[src/rtl/audio_rx_pkg.sv]
`default_nettype none
// ============================================================================
// Module   : audio_rx_pkg
// Brief    : Shared FSM encoding, default widths and channel constants.
// Revision : 1.0
// ============================================================================
package audio_rx_pkg;

    localparam int   c_BIT_DEPTH_DEF = 16;
    localparam int   c_SLOT_MAX_DEF  = 32;

    localparam logic c_CH_LEFT  = 1'b0;
    localparam logic c_CH_RIGHT = 1'b1;

    typedef enum logic [1:0] {
        ST_IDLE  = 2'd0,
        ST_SYNC  = 2'd1,
        ST_LEFT  = 2'd2,
        ST_RIGHT = 2'd3
    } rx_state_t;

endpackage
`default_nettype wire

[src/rtl/audio_rx_sync_edge.sv]
`default_nettype none
// ============================================================================
// Module   : audio_rx_sync_edge
// Brief    : Two-flop synchronizers plus history stage for BCLK/LRCLK/SDATA.
// Revision : 1.0
// ============================================================================
module audio_rx_sync_edge (
    input  logic clk,
    input  logic rst,
    input  logic i_bclk,
    input  logic i_lrclk,
    input  logic i_sdata,
    output logic o_lrclk,
    output logic o_sdata,
    output logic o_brise
);

    logic [1:0] r_bclk_sync;
    logic [1:0] r_lr_sync;
    logic [1:0] r_sd_sync;
    logic       r_bclk_hist;
    logic       r_lr_hist;
    logic       r_sd_hist;
    logic       r_brise;

    // LRCLK/SDATA history flops carry the value seen on the rising-edge cycle,
    // so they line up with the registered strobe.
    always_ff @(posedge clk) begin
        if (rst) begin
            r_bclk_sync <= '0;
            r_lr_sync   <= '0;
            r_sd_sync   <= '0;
            r_bclk_hist <= 1'b0;
            r_lr_hist   <= 1'b0;
            r_sd_hist   <= 1'b0;
            r_brise     <= 1'b0;
        end else begin
            r_bclk_sync <= {r_bclk_sync[0], i_bclk};
            r_lr_sync   <= {r_lr_sync[0], i_lrclk};
            r_sd_sync   <= {r_sd_sync[0], i_sdata};
            r_bclk_hist <= r_bclk_sync[1];
            r_lr_hist   <= r_lr_sync[1];
            r_sd_hist   <= r_sd_sync[1];
            r_brise     <= r_bclk_sync[1] & ~r_bclk_hist;
        end
    end

    assign o_lrclk = r_lr_hist;
    assign o_sdata = r_sd_hist;
    assign o_brise = r_brise;

endmodule
`default_nettype wire

[src/rtl/audio_rx_i2s.sv]
`default_nettype none
// ============================================================================
// Module   : audio_rx_i2s
// Brief    : I2S slave receiver producing stereo PCM words with error flags.
// Revision : 1.0
// ============================================================================
module audio_rx_i2s
    import audio_rx_pkg::*;
#(
    parameter int pBitDepth = c_BIT_DEPTH_DEF,
    parameter int pSlotMax  = c_SLOT_MAX_DEF
) (
    input  logic                   iMCLK,
    input  logic                   iMRST,
    input  logic                   iI2S_BCLK,
    input  logic                   iI2S_LRCLK,
    input  logic                   iI2S_SDATA,
    input  logic                   iEn,
    output logic [2*pBitDepth-1:0] oRd,
    output logic                   oRvd,
    input  logic                   iRe,
    output logic                   oOverrun,
    output logic                   oFrameErr,
    input  logic                   iErrClr
);

    localparam int              c_CW       = $clog2(pSlotMax + 1);
    localparam logic [c_CW-1:0] c_CNT_SAT  = c_CW'(pSlotMax + 1);
    localparam logic [c_CW-1:0] c_DEPTH    = c_CW'(pBitDepth);
    localparam logic [c_CW-1:0] c_SLOT_MAX = c_CW'(pSlotMax);

    logic                   w_lr;
    logic                   w_sd;
    logic                   w_brise;

    rx_state_t              r_state;
    logic                   r_wsd;
    logic [pBitDepth-1:0]   r_shift;
    logic [pBitDepth-1:0]   r_left;
    logic [c_CW-1:0]        r_bitcnt;
    logic                   r_done;
    logic [2*pBitDepth-1:0] r_done_word;
    logic                   r_ferr_set;

    logic [2*pBitDepth-1:0] r_rd;
    logic                   r_rvd;
    logic                   r_ovr;
    logic                   r_ferr;

    logic                   w_capture;
    logic [pBitDepth-1:0]   w_shift_nxt;
    logic [c_CW-1:0]        w_cnt_nxt;
    logic                   w_boundary;
    logic                   w_slot_ok;
    logic                   w_ovr_set;

    audio_rx_sync_edge u_sync (
        .clk     (iMCLK),
        .rst     (iMRST),
        .i_bclk  (iI2S_BCLK),
        .i_lrclk (iI2S_LRCLK),
        .i_sdata (iI2S_SDATA),
        .o_lrclk (w_lr),
        .o_sdata (w_sd),
        .o_brise (w_brise)
    );

    // Next shift/count include the bit on the current edge, so a boundary
    // edge sees the closing slot complete with its LSB.
    assign w_capture   = (r_bitcnt < c_DEPTH);
    assign w_shift_nxt = w_capture ? {r_shift[pBitDepth-2:0], w_sd} : r_shift;
    assign w_cnt_nxt   = (r_bitcnt == c_CNT_SAT) ? c_CNT_SAT : r_bitcnt + c_CW'(1);
    assign w_boundary  = w_brise & (w_lr != r_wsd);
    assign w_slot_ok   = (w_cnt_nxt >= c_DEPTH) && (w_cnt_nxt <= c_SLOT_MAX);
    assign w_ovr_set   = r_done & r_rvd & ~iRe;

    always_ff @(posedge iMCLK) begin
        if (iMRST) begin
            r_state     <= ST_IDLE;
            r_wsd       <= c_CH_LEFT;
            r_shift     <= '0;
            r_left      <= '0;
            r_bitcnt    <= '0;
            r_done      <= 1'b0;
            r_done_word <= '0;
            r_ferr_set  <= 1'b0;
        end else begin
            r_done     <= 1'b0;
            r_ferr_set <= 1'b0;
            if (w_brise) begin
                r_wsd <= w_lr;
            end
            if (!iEn) begin
                r_state  <= ST_IDLE;
                r_shift  <= '0;
                r_left   <= '0;
                r_bitcnt <= '0;
            end else begin
                case (r_state)
                    ST_IDLE: r_state <= ST_SYNC;
                    ST_SYNC: begin
                        if (w_boundary && r_wsd == c_CH_RIGHT && w_lr == c_CH_LEFT) begin
                            r_state <= ST_LEFT;
                        end
                    end
                    ST_LEFT, ST_RIGHT: begin
                        if (w_boundary) begin
                            if (!w_slot_ok) begin
                                r_ferr_set <= 1'b1;
                                r_state    <= ST_SYNC;
                            end else if (r_state == ST_LEFT) begin
                                r_left  <= w_shift_nxt;
                                r_state <= ST_RIGHT;
                            end else begin
                                r_done      <= 1'b1;
                                r_done_word <= {r_left, w_shift_nxt};
                                r_state     <= ST_LEFT;
                            end
                        end
                    end
                    default: r_state <= ST_IDLE;
                endcase
                if (w_brise) begin
                    if (w_boundary || r_state == ST_IDLE || r_state == ST_SYNC) begin
                        r_shift  <= '0;
                        r_bitcnt <= '0;
                    end else begin
                        r_shift  <= w_shift_nxt;
                        r_bitcnt <= w_cnt_nxt;
                    end
                end
            end
        end
    end

    // A new frame may replace the held word only in the cycle it is accepted.
    always_ff @(posedge iMCLK) begin
        if (iMRST) begin
            r_rd   <= '0;
            r_rvd  <= 1'b0;
            r_ovr  <= 1'b0;
            r_ferr <= 1'b0;
        end else begin
            if (r_rvd && iRe) begin
                r_rvd <= 1'b0;
            end
            if (r_done && (!r_rvd || iRe)) begin
                r_rd  <= r_done_word;
                r_rvd <= 1'b1;
            end
            if (w_ovr_set) begin
                r_ovr <= 1'b1;
            end else if (iErrClr) begin
                r_ovr <= 1'b0;
            end
            if (r_ferr_set) begin
                r_ferr <= 1'b1;
            end else if (iErrClr) begin
                r_ferr <= 1'b0;
            end
        end
    end

    assign oRd       = r_rd;
    assign oRvd      = r_rvd;
    assign oOverrun  = r_ovr;
    assign oFrameErr = r_ferr;

endmodule
`default_nettype wire

[config.mk]
export PLATFORM = sky130hd
export DESIGN_NAME = audio_rx_i2s
export DESIGN_NICKNAME = d
export VERILOG_FILES = /design/src/rtl/audio_rx_pkg.sv /design/src/rtl/audio_rx_sync_edge.sv /design/src/rtl/audio_rx_i2s.sv
export SDC_FILE = /design/constraint.sdc
export NUM_CORES = 1
export LEC_CHECK = 0
export CAP_MARGIN = 0
export CORE_ASPECT_RATIO = 0.9
export CORE_MARGIN = 2
export CORE_UTILIZATION = 55
export DETAILED_ROUTE_END_ITERATION = 7
export GPL_TIMING_DRIVEN = 0
export PLACE_DENSITY = 0.87
export SLEW_MARGIN = 20
export SYNTH_ARGS = -nofsm -noshare
export SYNTH_HDL_FRONTEND = slang
export SYNTH_HIERARCHICAL = 1
export SYNTH_SLANG_ARGS = --single-unit
[constraint.sdc]
create_clock -name iMCLK -period 2.8 [get_ports iMCLK]
set_input_delay 0.56 -clock iMCLK [delete_from_list [all_inputs] [get_ports iMCLK]]
set_output_delay 0.56 -clock iMCLK [all_outputs]
set_load 0.01 [all_outputs]
==> flow_metrics.py, run 1 <==
metrics = {
    "outcome": {
        "status": "completed",
    },
    "job": {
        "drv_cap": 0,
    },
    "global_routing": {
        "grt_max_degree": 17,
        "antenna_found_initial": 0,
        "grt_usage_pct": 25.01,
        "grt_pass1_vias": 3999,
        "grt-ovfl-total": 0,
        "grt_pass1_wl_um": 19310,
    },
    "floorplanning": {
        "fp.dieW_um": 104.2,
        "die-area_um2": 9816,
        "initial_core_util_pct": 57.21,
        "die_y_um": 94.19,
        "core-area_um2": 8688,
        "num_rows": 32,
        "ioPinCount": 43,
    },
    "logic_synthesis": {
        "synth.largest_area_cell": "dfxtp_1",
        "syn-cell-area_um2": 4971,
        "ys.flop_type": "dfxtp_1",
        "ys_seq_area_share_pct": 48.33,
        "syn_avg_cell_area_um2": 9.344,
        "synthTopCellsByArea": "dfxtp_1 48%, mux2i_1 9.9%, or2b_1 9.1%",
        "synth_top_area_share_pct": 48.33,
        "ys_ff_latch": 120,
        "synth_fp_nets": 542,
        "yosysUniqueCellTypes": 41,
        "synthArstFlopShare_pct": 0,
        "synth_cells": 532,
        "yosysWarnings": 6,
        "synth_edf_count": 0,
    },
    "drt": {
        "drtIter0Drc": 266,
        "drc_errors": 0,
        "post_drt_wl_per_cell_um": 16.03,
        "wl_um": 11590,
        "final_antenna_net_count": 0,
        "drt_pass1_iterations": 6,
        "via_count": 3948,
        "routed_via_density": 5.461,
    },
    "clocking": {
        "clk-insertion-delay-late_ns": 0.52,
        "clkSlewWorstSetupHoldPaths_ns": 0.06,
        "cts-htree-levels": 4,
        "cts-root-buf": "clkbuf_8",
        "clock_path_buffers": 2,
        "cts_tree": "built",
        "cts_setup_buffers": 0,
        "cts_buffers": 17,
        "cts_resized": 0,
        "clock-sinks": 120,
        "hold_buffers": 0,
    },
    "setup_path": {
        "path_cells": "nand4_1 -> or3_4 -> a2111o_1 -> a211oi_4 -> buf_8 -> mux2i_1",
        "slowest_stage": "a211oi_4",
        "setup.worst_path.class": "reg -> reg",
        "crit_required_ns": 3.23,
        "cp-start-kind": "flip-flop",
        "startpoint": "r_bitcnt[0]$_SDFFE_PP0P_",
        "worstPathMaxFanout": 10,
        "arrival_ns": 3.11,
        "r2r-start": "r_bitcnt[0]$_SDFFE_PP0P_",
        "reg2reg_depth": 6,
        "critPathCaptureType": "flip-flop",
        "path_buf_inv": 1,
        "reg2reg_to": "r_done_word[18]$_SDFFE_PP0P_",
        "cp_slowest_stage_delay_ns": 0.55,
        "reg2reg_slack_ns": 0.13,
        "path_delay_family": "compound AO/OA/AOI/OAI gates",
    },
    "sta": {
        "min_period_ns": 2.671,
        "setup_violations": 0,
        "finClkSkew_ns": 0.007089,
        "max_slew.worst_pin.slew_ns": 0.7419,
        "relSlewSlack_pct": 50.42,
        "fmaxAchievable_mhz": 374.3,
        "rsz0062_at_grt": "false",
        "report.final.slew_viol_count": 0,
        "holdWs_ns": 0.4022,
        "final.setup.tns_ns": 0,
        "finalCritPeriodShare_pct": 95.40,
        "hold_viol_final": 0,
    },
    "power": {
        "ir_drop_mv": 0.3926,
        "p_per_area_nw_per_um2": 644.0,
        "p_leak_nw": 2.085,
    },
    "finish": {
        "diodes": 0,
        "final_layout_size_suffix_gt1_share_pct": 9.934,
        "area_delta_synth_final_pct": 23.41,
        "nets": 603,
        "layout_commonest_cell": "dfxtp_1",
        "final_cell_mix": "120 x dfxtp_1, 104 x nand2_1, 60 x or2b_1",
        "utilization_pct": 70.61,
    },
    "hold_path": {
        "hold-path-endpoint": "u_sync/o_brise$_SDFF_PP0_",
        "hold_path_class": "reg -> reg",
        "min-delay-start": "u_sync/r_bclk_hist$_SDFF_PP0_",
        "hold_path_depth": 1,
    },
    "placed_design": {
        "numPortBuffers": 42,
        "place_congestion": 0.8731,
        "dp_hpwl_um": 7410,
    },
}
-- state kept, by name, indices dropped and copies added, names as in the netlist --
| name | cells |
|---|---|
| oFrameErr | 1 |
| oOverrun | 1 |
| oRd | 32 |
| oRvd | 1 |
| r_bitcnt | 6 |
| r_done | 1 |
| r_done_word | 32 |
| r_ferr_set | 1 |
| r_left | 16 |
| r_shift | 16 |
| r_state | 2 |
| r_wsd | 1 |
| u_sync/o_brise | 1 |
| u_sync/o_lrclk | 1 |
| u_sync/o_sdata | 1 |
| u_sync/r_bclk_hist | 1 |
| u_sync/r_bclk_sync | 2 |
| u_sync/r_lr_sync | 2 |
| u_sync/r_sd_sync | 2 |
-- metal layers --
metal | wire length (um) | up-vias | global-route usage, %
li1 | - | 1890 | -
met5 | 0 | - | 0
met4 | 325 | 0 | 11.04
met1 | 4869 | 1891 | 28.06
met3 | 632 | 38 | 6.519
met2 | 5766 | 129 | 45.07
-- cell usage after synthesis (all sizes together), types with 2 or more instances --
library cell,number
a21oi,41
nand3,6
or2b,60
nor3,2
a22oi,18
mux2,16
xor2,2
nand2b,6
xnor2,2
nand3b,2
nor2b,12
o21ai,4
nor2,29
nand2,104
ha,2
mux2i,49
inv,5
dfxtp,120
or3,2
clkbuf,25
and3,2
buf,10
-- where the power goes --
part / total [W] / switching [W] / internal (W)
clock network: 0.00216 / 0.000726 / 0.00143
registers: 0.00172 / 0.00000269 / 0.00172
logic: 0.0000731 / 0.0000496 / 0.0000235
-- layout make-up --
cell class | count | area, um2
clock buffer | 22 | 473.0
tap | 119 | 148.9
timing repair buffer | 42 | 420.4
sequential | 120 | 2402
clock inverter | 8 | 120.1
inverter | 5 | 18.77
buffer | 35 | 187.7
fill | 578 | 2554
multi-input combinational | 372 | 2364
-- metrics by stage --
| stage | worst slack (ns) | total power (W) | area, um2 | cells |
|---|---|---|---|---|
| 2_1_floorplan | 0.5664 | 0.001795 | 4971 | 532 |
| 3_3_place_gp | 0.3341 | 0.001821 | 5540 | 693 |
| 3_5_place_dp | 0.2377 | 0.001825 | 5540 | 693 |
| 4_1_cts | 0.1546 | 0.003958 | 6133 | 723 |
| 5_1_grt | 0.004424 | 0.004049 | 6135 | 723 |
| 6_report | 0.1287 | 0.003951 | 6135 | 723 |
-- worst max path at each step --
| stage | endpoint | slack [ns] | cells after the start |
|---|---|---|---|
| final | r_done_word[18]$_SDFFE_PP0P_ | 0.13 | 6 |
| after global routing | r_done_word[18]$_SDFFE_PP0P_ | 0.004 | 6 |
| after CTS | r_done_word[18]$_SDFFE_PP0P_ | 0.15 | 6 |
| after detailed placement | r_state[0]$_SDFFE_PP0P_ | 0.24 | 6 |
| after global placement | r_done_word[10]$_SDFFE_PP0P_ | 0.33 | 6 |
| after floorplan | r_done_word[10]$_SDFFE_PP0P_ | 0.57 | 6 |
-- cells by family (layout without fill, tap and decap cells) --
| logic type | Yosys count | in the layout | synth area share [%] |
|---|---|---|---|
| simple gates | 231 | 231 | 24.16 |
| flops | 120 | 120 | 48.33 |
| compound gates | 70 | 70 | 8.659 |
| mux | 65 | 65 | 13.49 |
| buf+inv | 40 | 112 | 4.153 |
| xor+xnor | 4 | 4 | 0.7049 |
| fa+ha+maj | 2 | 2 | 0.5033 |
Power figures use the tool's default switching activity.
==> inputs of run 2 (changes only) <==
CORE_ASPECT_RATIO = default   (was 0.9)
clock period = 2.7 ns   (was 2.8 ns; I/O delays follow)
==> run 2 against run 1 <==
Routed wire length rose by 0.35%. Cell count is 1.2% lower. Critical path depth grew 1. Register-to-register slack better by 0.17 ns. Global-route usage is 0.17 points lower. Die area hardly changed. Clock skew grew 0.0028 ns. Utilization shrank 0.78 points. Sequential share of layout area rose by 0.096 points. Critical path type unchanged. Largest power group unchanged.
==> flow_metrics.py, run 2 (synthesis results as in run 1) <==
metrics = {
    "clocking": {
        "clock-sinks": 120,
        "cts-root-buf": "clkbuf_8",
        "cts_tree": "built",
        "cts_buffers": 17,
        "cts-htree-levels": 4,
        "hold_buffers": 0,
        "clkSlewWorstSetupHoldPaths_ns": 0.06,
        "clock_path_buffers": 2,
        "clk-insertion-delay-late_ns": 0.52,
    },
    "drt": {
        "drt_pass1_iterations": 5,
        "post_drt_wl_per_cell_um": 16.29,
        "drc_errors": 0,
        "drtIter0Drc": 185,
        "wl_um": 11630,
        "dr_wl_met3_um": 585,
        "routed_via_density": 5.534,
        "via_count": 3951,
        "met2_length_um": 6052,
        "final_antenna_net_count": 0,
        "top_layer": "met4",
        "wl_met1_um": 4683,
    },
    "power": {
        "p_leak_nw": 2.084,
        "p_per_area_nw_per_um2": 658.0,
        "ir_drop_mv": 0.4136,
    },
    "floorplanning": {
        "fp.dieW_um": 99.07,
        "die_y_um": 99.07,
        "initial_core_util_pct": 56.72,
        "ioPinCount": 43,
        "core-area_um2": 8763,
        "die-area_um2": 9815,
        "num_rows": 34,
    },
    "placed_design": {
        "dp.cells": 682,
        "numPortBuffers": 42,
        "dp_hpwl_um": 7545,
        "place_congestion": 0.8707,
    },
    "sta": {
        "hold_viol_final": 0,
        "fmaxAchievable_mhz": 417.1,
        "report.final.slew_viol_count": 0,
        "final.setup.tns_ns": 0,
        "max_slew.worst_pin.slew_ns": 0.6837,
        "rsz0062_at_grt": "false",
        "finalCritPeriodShare_pct": 88.79,
        "finClkSkew_ns": 0.009903,
        "min_period_ns": 2.397,
        "relSlewSlack_pct": 54.25,
        "setup_violations": 0,
    },
    "finish": {
        "final_layout_size_suffix_gt1_share_pct": 10.07,
        "area_delta_synth_final_pct": 23.11,
        "fillers": 599,
        "final_cell_count_no_fill": 714,
        "nets": 604,
        "layout_commonest_cell": "dfxtp_1",
        "diodes": 0,
        "final_cell_mix": "120 x dfxtp_1, 104 x nand2_1, 60 x or2b_1",
    },
    "outcome": {
        "status": "completed",
    },
    "global_routing": {
        "grt_pass1_wl_um": 19220,
        "grt_usage_pct": 24.84,
        "grt-ovfl-total": 0,
        "grt_pass1_vias": 4007,
        "grt_max_degree": 17,
        "antenna_found_initial": 0,
    },
    "setup_path": {
        "worstPathMaxFanout": 10,
        "critPathCaptureType": "flip-flop",
        "cp-start-kind": "flip-flop",
        "crit_required_ns": 3.13,
        "setup.worst_path.class": "reg -> reg",
        "arrival_ns": 2.82,
    },
    "job": {
        "drv_cap": 0,
    },
    "hold_path": {
        "hold_path_class": "reg -> reg",
    },
}
==> run 2: cell types whose count changed in the layout (fill, tap and decap cells not counted), sizes merged <==
cell and delta:
clkinv +1, clkbuf +1, buf +1, bufinv -1
==> run 2: power by group <==
group | switching (W) | leakage, nW | total [W] | internal (W)
clock network | 0.000773 | 0.280 | 0.00217 | 0.00140
registers | 0.00000263 | 0.968 | 0.00178 | 0.00178
logic | 0.0000502 | 0.836 | 0.0000746 | 0.0000244
total | 0.000826 | 2.08 | 0.00403 | 0.00320
==> run 2: cell type report <==
class | instances | area, um2 | area share (%)
well taps | 108 | 135.1 | 2.208
multi-input cells | 372 | 2364 | 38.62
plain buffers | 35 | 187.7 | 3.067
clock inverters | 8 | 95.09 | 1.554
clock buffers | 23 | 476.7 | 7.790
flip-flops and latches | 120 | 2402 | 39.26
repair buffers | 43 | 440.4 | 7.197
inverters | 5 | 18.77 | 0.3067
==> run 2: path summary, 6_finish.rpt <==
check,cells past startpoint,slack (ns),start,end
max,7,0.30,r_bitcnt[0]$_SDFFE_PP0P_,r_done_word[3]$_SDFFE_PP0P_
min,1,0.41,u_sync/r_bclk_hist$_SDFF_PP0_,u_sync/o_brise$_SDFF_PP0_
max reg2reg,7,0.30,r_bitcnt[0]$_SDFFE_PP0P_,r_done_word[3]$_SDFFE_PP0P_
min reg2reg,1,0.41,u_sync/r_bclk_hist$_SDFF_PP0_,u_sync/o_brise$_SDFF_PP0_
==> run 2: critical path: stages, from the launching register on <==
cell and delay, ns:
dfxtp_1 0.44, nand4_1 0.17, or3_4 0.38, a2111o_1 0.49, a211oi_4 0.27, buf_12 0.16, buf_8 0.16, mux2i_1 0.24
==> run 2: metal layers <==
layer,vias to the layer above,GRT usage (%)
met3,34,7.021
met1,1886,27.74
met4,0,10.33
li1,1897,-
met5,-,0
met2,134,44.23
==> run 2: metrics by stage <==
step | instance area (um2) | total power [W] | worst slack (ns) | hold slack (ns) | utilization [%]
after floorplan | 4971 | 0.001861 | 0.4664 | 0.3868 | -
after global placement | 5527 | 0.001889 | 0.2381 | 0.3957 | 63.06
after detailed placement | 5527 | 0.001891 | 0.1778 | 0.3959 | 63.06
after CTS | 6098 | 0.004039 | 0.1255 | 0.4140 | 69.59
after global routing | 6120 | 0.004126 | 0.09776 | 0.4304 | 69.83
final | 6120 | 0.004027 | 0.3028 | 0.4087 | 69.83
==> run 2: what timing repair did <==
action,CTS,global route
endpoints found under the setup margin,0,5
buffers inserted,0,1
resized for setup,0,1
==> inputs of run 3 (changes only) <==
CORE_UTILIZATION = 52   (was 55)
SYNTH_HIERARCHICAL = default   (was 1)
clock period = 2.2 ns   (was 2.7 ns; I/O delays follow)
==> run 3 against run 2 <==
Non-clock buffer count is 12 higher. Sequential cell count unchanged. Final area rose by 4.7%. The run now ends with negative setup slack left. Clock power is 20% higher. Hold slack got worse by 0.019 ns. Largest power group unchanged. Cell count up 4.8%. Critical path type unchanged.
==> flow_metrics.py, run 3 <==
metrics = {
    "logic_synthesis": {
        "synthArstFlopShare_pct": 0,
        "synth_fp_nets": 542,
        "yosysWarnings": 0,
        "ys_seq_area_share_pct": 48.44,
        "yosysUniqueCellTypes": 41,
        "syn_avg_cell_area_um2": 9.323,
        "synthTopCellsByCount": "120 x dfxtp_1, 104 x nand2_1, 60 x or2b_1",
        "syn-cell-area_um2": 4960,
        "synth.most_common_cell": "dfxtp_1",
        "ys_ff_latch": 120,
        "synth_cells": 532,
        "ys.flop_type": "dfxtp_1",
        "synthTopCellsByArea": "dfxtp_1 48%, mux2i_1 9.9%, or2b_1 9.1%",
        "synth.largest_area_cell": "dfxtp_1",
        "synth_top_area_share_pct": 48.44,
        "synth_edf_count": 0,
    },
    "clocking": {
        "cts_buffers": 17,
        "cts_tree": "built",
        "clock_path_buffers": 2,
        "clkSlewWorstSetupHoldPaths_ns": 0.06,
        "cts-root-buf": "clkbuf_8",
        "cts-htree-levels": 4,
        "clk-insertion-delay-late_ns": 0.53,
        "hold_buffers": 0,
        "clock-sinks": 120,
    },
    "sta": {
        "relSlewSlack_pct": 53.21,
        "fmaxAchievable_mhz": 414.9,
        "finalCritPeriodShare_pct": 109.5,
        "max_slew.worst_pin.slew_ns": 0.6993,
        "hold_viol_final": 0,
        "final.setup.worst_slack_ns": -0.2100,
        "final.setup.tns_ns": -4.118,
        "setup_violations": 40,
        "report.final.slew_viol_count": 0,
        "min_period_ns": 2.410,
        "rsz0062_at_grt": "true",
        "finClkSkew_ns": 0.007213,
    },
    "drt": {
        "via_count": 4245,
        "routed_via_density": 5.675,
        "wl_um": 13860,
        "post_drt_wl_per_cell_um": 18.53,
        "final_antenna_net_count": 0,
        "drt_pass1_iterations": 5,
        "drc_errors": 0,
        "drtIter0Drc": 303,
    },
    "floorplanning": {
        "core-area_um2": 9240,
        "initial_core_util_pct": 53.68,
        "fp.dieW_um": 101.7,
        "die_y_um": 101.7,
        "die-area_um2": 10330,
        "num_rows": 35,
        "ioPinCount": 43,
    },
    "finish": {
        "final_cell_count_no_fill": 748,
        "nets": 616,
        "final_cell_mix": "116 x dfxtp_1, 104 x nand2_1, 60 x or2b_1",
        "layout_commonest_cell": "dfxtp_1",
        "final_layout_size_suffix_gt1_share_pct": 14.70,
        "diodes": 0,
        "design_area_um2": 6405,
        "area_delta_synth_final_pct": 29.14,
    },
    "power": {
        "power_w": 0.004889,
        "p_int_w": 0.003805,
        "p_clk_share_pct": 53.4,
        "ir_drop_mv": 0.5094,
        "p_leak_nw": 2.144,
        "p_sw_w": 0.001084,
        "p_comb_share_pct": 2.0,
        "p_seq_share_pct": 44.6,
        "p_per_area_nw_per_um2": 763.3,
        "swShare_pct": 22.18,
    },
    "setup_path": {
        "arrival_ns": 2.85,
        "critPathCaptureType": "flip-flop",
        "crit_required_ns": 2.64,
        "r2r-start": "r_bitcnt[0]$_SDFFE_PP0P_",
        "path_delay_family": "compound AO/OA/AOI/OAI gates",
        "setup.worst_path.class": "reg -> reg",
        "slowest_stage": "a2111o_1",
        "path_cells": "nand4_1 -> or3_4 -> a2111o_1 -> a211oi_4 -> buf_12 -> clkbuf_16 -> mux2i_1",
        "path_buf_inv": 2,
        "cp_slowest_stage_delay_ns": 0.44,
        "cp-start-kind": "flip-flop",
        "startpoint": "r_bitcnt[0]$_SDFFE_PP0P_",
        "worstPathMaxFanout": 7,
    },
    "hold_path": {
        "hold_path_class": "reg -> reg",
        "min-delay-start": "u_sync.r_bclk_hist$_SDFF_PP0_",
    },
    "placed_design": {
        "numPortBuffers": 42,
        "dp.cells": 703,
        "dp_hpwl_um": 7658,
        "post_dp_cell_area_um2": 5542,
        "place_congestion": 0.9076,
    },
    "job": {
        "drv_cap": 0,
    },
    "global_routing": {
        "grt_pass1_wl_um": 20390,
        "grt_max_degree": 17,
        "antenna_found_initial": 0,
        "grt_pass1_vias": 4150,
        "grt-ovfl-total": 0,
        "grt_usage_pct": 25.75,
    },
    "outcome": {
        "violations": "negative setup slack",
        "status": "complete, but fails checks",
    },
}
-- run 3: cell types whose count changed after synthesis, sizes merged --
cell,change
nor2b,+1
clkbuf,+1
nor3b,-1
buf,-1
-- run 3: timing repair --
item                                    CTS  global route
pin swaps                                 4             4
gates resized for setup                  17            20
setup buffers                             9             2
endpoints found under the setup margin   56            51
gates cloned                              1             2
-- run 3: worst reg2reg max path, delay by kind of cell (launching register included) --
| kind | cells | cell delay, ns |
|---|---|---|
| compound gates | 2 | 0.72 |
| buf+inv | 2 | 0.37 |
| flops | 1 | 0.39 |
| mux | 1 | 0.24 |
| simple gates | 2 | 0.62 |
-- run 3: metrics by stage --
stage / worst slack (ns) / utilization [%] / hold slack (ns)
global route: -0.2421 / 69.32 / 0.4143
finish: -0.2100 / 69.32 / 0.3894
floorplan: 0.03508 / - / 0.3674
global placement: -0.2568 / 59.97 / 0.3728
CTS: -0.09867 / 67.54 / 0.3924
detailed placement: -0.4235 / 59.97 / 0.3847
-- run 3: routing by layer --
| metal | part of all wire (%) | track usage [%] | vias up |
|---|---|---|---|
| met5 | 0 | 0 | - |
| met4 | 4.7 | 10.71 | 0 |
| met3 | 5.4 | 6.763 | 64 |
| met2 | 51 | 47.27 | 214 |
| met1 | 39 | 27.82 | 2046 |
| li1 | - | - | 1921 |
-- run 3: cell type report --
type | instances | area, um2
buffer | 35 | 203.9
clock buffer | 19 | 421.7
clock inverter | 13 | 131.4
fill | 606 | 2835
inverter | 5 | 18.77
multi-input combinational | 372 | 2467
sequential | 120 | 2415
tap | 129 | 161.4
timing repair buffer | 55 | 585.6
-- run 3: final timing paths --
path	end	slack (ns)	cells after the start
worst min-delay path	u_sync.o_brise$_SDFF_PP0_	0.39	1
worst max-delay path	r_done_word[4]$_SDFFE_PP0P_	-0.21	7
worst max register to register	r_done_word[4]$_SDFFE_PP0P_	-0.21	7
worst min register to register	u_sync.o_brise$_SDFF_PP0_	0.39	1
-- run 3: logic make-up after synthesis --
family / Yosys count / share of synthesized area, %
AO/OA/AOI/OAI: 70 / 8.754
AND/OR/NAND/NOR: 231 / 24.09
flip-flops: 120 / 48.44
XOR/XNOR: 4 / 0.7065
buffers and inverters: 40 / 3.986
multiplexers: 65 / 13.52
adder cells (fa/ha/maj): 2 / 0.5045
-- run 3: power by group through the flow --
stage	combinational, W	sequential (W)	clock, W
after floorplan	0.0000536	0.00223	0
after global placement	0.0000858	0.00223	0
after detailed placement	0.0000902	0.00223	0
after CTS	0.0000929	0.00218	0.00257
after global routing	0.000104	0.00218	0.00269
final	0.0000983	0.00218	0.00261
